==> src/rtl/apb_mem_param.sv <==
// APB slave scratch RAM: configurable width, depth and wait states, with error response for out-of-range words.
// Define APB_MEM_STRB_EN to add the Pstrb byte-write-strobe port; without it every write updates the full word.
module apb_mem_param #(
    parameter int DATA_WIDTH  = 32,
    parameter int ADDR_WIDTH  = 8,
    parameter int DEPTH       = 64,
    parameter int WAIT_STATES = 0
) (
    input  logic                    Pclk,
    input  logic                    Prst,
    input  logic                    Pselx,
    input  logic                    Penable,
    input  logic                    Pwrite,
    input  logic [ADDR_WIDTH-1:0]   Paddr,
    input  logic [DATA_WIDTH-1:0]   Pwdata,
`ifdef APB_MEM_STRB_EN
    input  logic [DATA_WIDTH/8-1:0] Pstrb,
`endif
    output logic                    Pready,
    output logic                    Pslverr,
    output logic [DATA_WIDTH-1:0]   Prdata
);

    localparam int IDX_W = (DEPTH > 1) ? $clog2(DEPTH) : 1;

    localparam logic [1:0] S_IDLE   = 2'd0;
    localparam logic [1:0] S_WAIT   = 2'd1;
    localparam logic [1:0] S_ACCESS = 2'd2;

    // One extra bit so DEPTH == 2**ADDR_WIDTH still compares correctly.
    function automatic logic out_of_range(input logic [ADDR_WIDTH-1:0] a);
        return {1'b0, a} >= (ADDR_WIDTH + 1)'(DEPTH);
    endfunction

    logic [DATA_WIDTH-1:0] mem [DEPTH];

    logic [1:0]            state;
    logic [3:0]            cnt;
    logic [ADDR_WIDTH-1:0] addr_q;
    logic                  wr_q;
    logic                  err_q;

    logic                  setup;
    logic                  addr_oor;
    logic                  do_write;
    logic [IDX_W-1:0]      rd_idx;
    logic [IDX_W-1:0]      wr_idx;

    assign addr_oor = out_of_range(Paddr);
    assign rd_idx   = Paddr[IDX_W-1:0];
    assign wr_idx   = addr_q[IDX_W-1:0];

    // A setup phase seen in WAIT restarts the transfer exactly like one seen in IDLE.
    assign setup    = Pselx && !Penable && (state == S_IDLE || state == S_WAIT);

    assign do_write = !Prst && (state == S_ACCESS) && Pselx && Penable && wr_q
                      && !out_of_range(addr_q);

    assign Pready   = (state == S_ACCESS);
    assign Pslverr  = (state == S_ACCESS) && err_q;

    always_ff @(posedge Pclk) begin
        if (Prst) begin
            state  <= S_IDLE;
            cnt    <= '0;
            addr_q <= '0;
            wr_q   <= 1'b0;
            err_q  <= 1'b0;
            Prdata <= '0;
        end else if (setup) begin
            addr_q <= Paddr;
            wr_q   <= Pwrite;
            err_q  <= addr_oor;
            // Read data is registered here so it is stable through WAIT and ACCESS.
            if (!Pwrite) begin
                Prdata <= addr_oor ? '0 : mem[rd_idx];
            end
            cnt    <= 4'(WAIT_STATES);
            state  <= (WAIT_STATES > 0) ? S_WAIT : S_ACCESS;
        end else begin
            case (state)
                S_WAIT: begin
                    if (!Pselx) begin
                        state <= S_IDLE;
                    end else begin
                        cnt <= cnt - 4'd1;
                        if (cnt == 4'd1) begin
                            state <= S_ACCESS;
                        end
                    end
                end
                S_ACCESS: state <= S_IDLE;
                default:  state <= S_IDLE;
            endcase
        end
    end

    // Storage has no reset so it maps onto RAM and survives Prst.
    always_ff @(posedge Pclk) begin
        if (do_write) begin
`ifdef APB_MEM_STRB_EN
            for (int i = 0; i < DATA_WIDTH / 8; i++) begin
                if (Pstrb[i]) begin
                    mem[wr_idx][8*i +: 8] <= Pwdata[8*i +: 8];
                end
            end
`else
            mem[wr_idx] <= Pwdata;
`endif
        end
    end

endmodule
==> config.mk <==
export PLATFORM = sky130hd
export DESIGN_NAME = apb_mem_param
export DESIGN_NICKNAME = d
export VERILOG_FILES = /design/src/rtl/apb_mem_param.sv
export SDC_FILE = /design/constraint.sdc
export NUM_CORES = 2
export LEC_CHECK = 0
export CAP_MARGIN = 20
export CORE_MARGIN = 4
export CORE_UTILIZATION = 50
export CTS_CLUSTER_DIAMETER = 150
export DETAILED_ROUTE_END_ITERATION = 8
export PLACE_DENSITY = 0.66
export SLEW_MARGIN = 10
export SYNTH_ARGS = -nofsm -noshare
export SYNTH_HDL_FRONTEND = slang
export SYNTH_SLANG_ARGS = --single-unit
==> constraint.sdc <==
create_clock -name Pclk -period 4.5 [get_ports Pclk]
set_input_delay 0.675 -clock Pclk [delete_from_list [all_inputs] [get_ports Pclk]]
set_output_delay 0.675 -clock Pclk [all_outputs]
set_load 0.005 [all_outputs]
==> results.yml <==
clocking:
  cts_buffers: 205
  cts_buffer_depth: 3
  cts_tree: "built"
  hold_buffers: 0
  clkSinkCount: 2091
  clkLatencyLatePin_ns: 0.83
  cts-root-buf: "clkbuf_16"
  clk_pin_slew_ns: 0.06
  cts_resized: 0
  post_cts_buffers: 0
  htreeDepth: 4
synth:
  synth_ff_type: "edfxtp_1"
  syn_nets: 3799
  synth_area_leaders: "edfxtp_1 77%, mux4_2 11%, mux2i_1 4.7%"
  netlist_instances: 3754
  syn_area_um2: 79810
  synth_edf_count: 2048
  synth_cell_types: 42
  yosysSeqAreaShare_pct: 78.14
  yosysTopAreaCellShare_pct: 77.06
  postSynth.asyncResetShare_pct: 0
  ys_warn_count: 0
  synth_area_per_cell_um2: 21.26
  ys_ff_latch: 2091
  yosysTopAreaCell: "edfxtp_1"
die:
  die_y_um: 407.5
  rows: 146
  io_pins: 79
  core-area_um2: 158600
  start_util_pct: 50.33
  die_w_um: 407.5
  die_area_um2: 166100
sta:
  timing.setup.tns_ns: 0
  worst_slew_pin_slew_ns: 1.040
  slew_headroom_pct: 30.49
  fin_worst_skew_ns: 0.02424
  slew_viol_final: 0
  period_needed_ns: 3.187
  holdWs_ns: 0.1577
  fmaxAchievable_mhz: 313.7
  rsz0062_at_grt: "false"
  finalSetupViolCount: 0
  hold_viol: 0
  min_period_over_period_pct: 70.83
pwr:
  leakage_nw: 29.78
  ir_worst_vdd_uv: 396.2
  power_density_nw_per_um2: 432.0
place:
  place_inst: 5952
  io_buffers: 78
  dp_hpwl_mm: 127.4
  routabilityCongestion: 0.8583
grt:
  grt_pass1_vias: 39710
  grt_pass1_wl_mm: 299.2
  grt.overflow.total: 0
  antenna_found_initial: 7
  grtUsageTotal_pct: 25.19
  grt_max_degree: 85
critical_path:
  reg2reg_slack_ns: 1.31
  r2r_end: "Prdata[11]$_SDFFE_PP0P_"
  startpoint_type: "register"
  worst_setup_path_end_kind: "register"
  worstPathMaxFanout: 10
  cp.arrival_ns: 3.96
  r2r-start: "state[1]$_SDFF_PP0_"
  critical_path_class: "register to register"
  critical_path_required_ns: 5.27
  r2r_cells: 6
  worstSetupStartpoint: "state[1]$_SDFF_PP0_"
  endpoint: "Prdata[11]$_SDFFE_PP0P_"
routing:
  vias: 39920
  ant_nets: 0
  dr_wl_met3_mm: 19.02
  top_layer_used: "met5"
  avgRoutedWirePerCell_um: 32.91
  viasPerCell: 6.298
  met1_length_mm: 82.09
  drt_iter0_drc: 5531
  dr_wl_met2_mm: 99.90
  drc: 0
  dr.pass1.iters: 5
  drt_wl_total_mm: 208.6
min_path:
  hold_class: "input pin to register"
final_layout:
  final_layout_size_suffix_gt1_share_pct: 25.28
  fillers: 11320
  final_nets: 4135
  fin_cells: 6339
  area_delta_synth_final_pct: 16.03
status:
  status: "completed"
run:
  max_cap_viol_count: 0
## cells in the final DEF, fill, tap and decap left out, types with 38 or more instances in the layout
cell type	n
a21oi_1	103
a22oi_1	191
buf_12	113
buf_4	153
clkbuf_1	38
clkbuf_16	208
clkdlybuf4s50_1	41
clkinv_1	38
clkinv_2	44
dfxtp_1	43
edfxtp_1	2048
mux2i_1	371
mux4_2	374
nand2_1	76
nor2_4	67
## per-layer routing
layer	track usage [%]	vias to the layer above
met3	5.240	351
met2	40.01	1996
li1	-	16420
met4	8.355	4
met1	35.33	21160
met5	0	-
## cell usage after synthesis, types with 2 or more instances
cell / n
nand3_1: 23
a32oi_1: 6
buf_1: 21
inv_1: 2
a221o_1: 6
a211oi_1: 32
mux2_2: 25
nor2_1: 80
nand3b_1: 3
o211ai_1: 4
buf_2: 82
o21ai_0: 10
or3_1: 2
nand2_1: 76
or3b_2: 2
edfxtp_1: 2048
mux4_2: 374
nor3_1: 11
o22ai_1: 23
clkbuf_1: 91
nor2b_1: 40
a22o_1: 5
a22oi_1: 191
a31oi_1: 9
or4_1: 6
nand2b_1: 6
a21oi_1: 103
o2111ai_1: 3
and2_1: 8
and3_1: 4
buf_4: 19
nor4_1: 12
a2111oi_0: 6
mux2i_1: 371
dfxtp_1: 43
## sequential cells by signal, indices dropped and copies added (netlist names)
signal	count
state	1
Prdata	32
wr_q	1
err_q	1
addr_q	8
mem	2048
## cells by family (layout without fill, tap and decap cells)
family / after synthesis / in the layout / share of synthesized area (%)
AO/OA/AOI/OAI: 399 / 399 / 3.400
buffers and inverters: 215 / 722 / 1.229
flip-flops: 2091 / 2091 / 78.14
multiplexers: 770 / 770 / 15.56
other: 0 / 6 / 0
AND/OR/NAND/NOR: 279 / 279 / 1.676
## final cells by class
class                           instances  area [um2]  share of cell area, %
Antenna cell                            6       15.01                0.01621
Clock buffer                          256        5485                  5.923
Clock inverter                        122        1124                  1.213
Inverter                                2       7.507               0.008107
Multi-Input combinational cell       1448       17000                  18.35
Sequential cell                      2091       62360                  67.34
Tap cell                             2072        2592                  2.799
Timing Repair Buffer                  342        4026                  4.348
## power by group
part / switching, W / total (W) / internal [W]
Sequential: 0.0000181 / 0.0214 / 0.0214
Combinational: 0.00119 / 0.00184 / 0.000646
Clock: 0.00717 / 0.0168 / 0.00961
Total: 0.00838 / 0.0400 / 0.0316
## worst min path at each step
stage / slack [ns] / depth (start not counted) / startpoint / end
2_1_floorplan: 0.43 / 2 / wr_q$_SDFFE_PP0N_ / wr_q$_SDFFE_PP0N_
3_3_place_gp: 0.44 / 2 / wr_q$_SDFFE_PP0N_ / wr_q$_SDFFE_PP0N_
3_5_place_dp: 0.45 / 2 / wr_q$_SDFFE_PP0N_ / wr_q$_SDFFE_PP0N_
4_1_cts: 0.09 / 1 / Pwdata[10] / mem[56][10]$_DFFE_PP_
5_1_grt: 0.13 / 1 / Pwdata[10] / mem[56][10]$_DFFE_PP_
6_report: 0.16 / 1 / Pwdata[10] / mem[59][10]$_DFFE_PP_
## through the flow
stage | total power (W) | utilization (%) | area [um2] | setup WS [ns]
final | 0.04001 | 58.40 | 92610 | 1.313
after global routing | 0.04119 | 58.39 | 92590 | 1.260
after CTS | 0.04024 | 58.35 | 92530 | 1.366
after detailed placement | 0.02364 | 54.19 | 85920 | 0.6323
after global placement | 0.02361 | 54.19 | 85920 | 0.6609
after floorplan | 0.02272 | - | 79810 | 1.103
## critical path, cell delays in order (launching register included)
cell	delay, ns
dfxtp_1	0.34
or4b_1	0.56
or4_1	0.71
or2_1	0.57
or4_1	0.60
a21oi_1	0.19
a221o_1	0.14
Power figures use the tool's default switching activity.
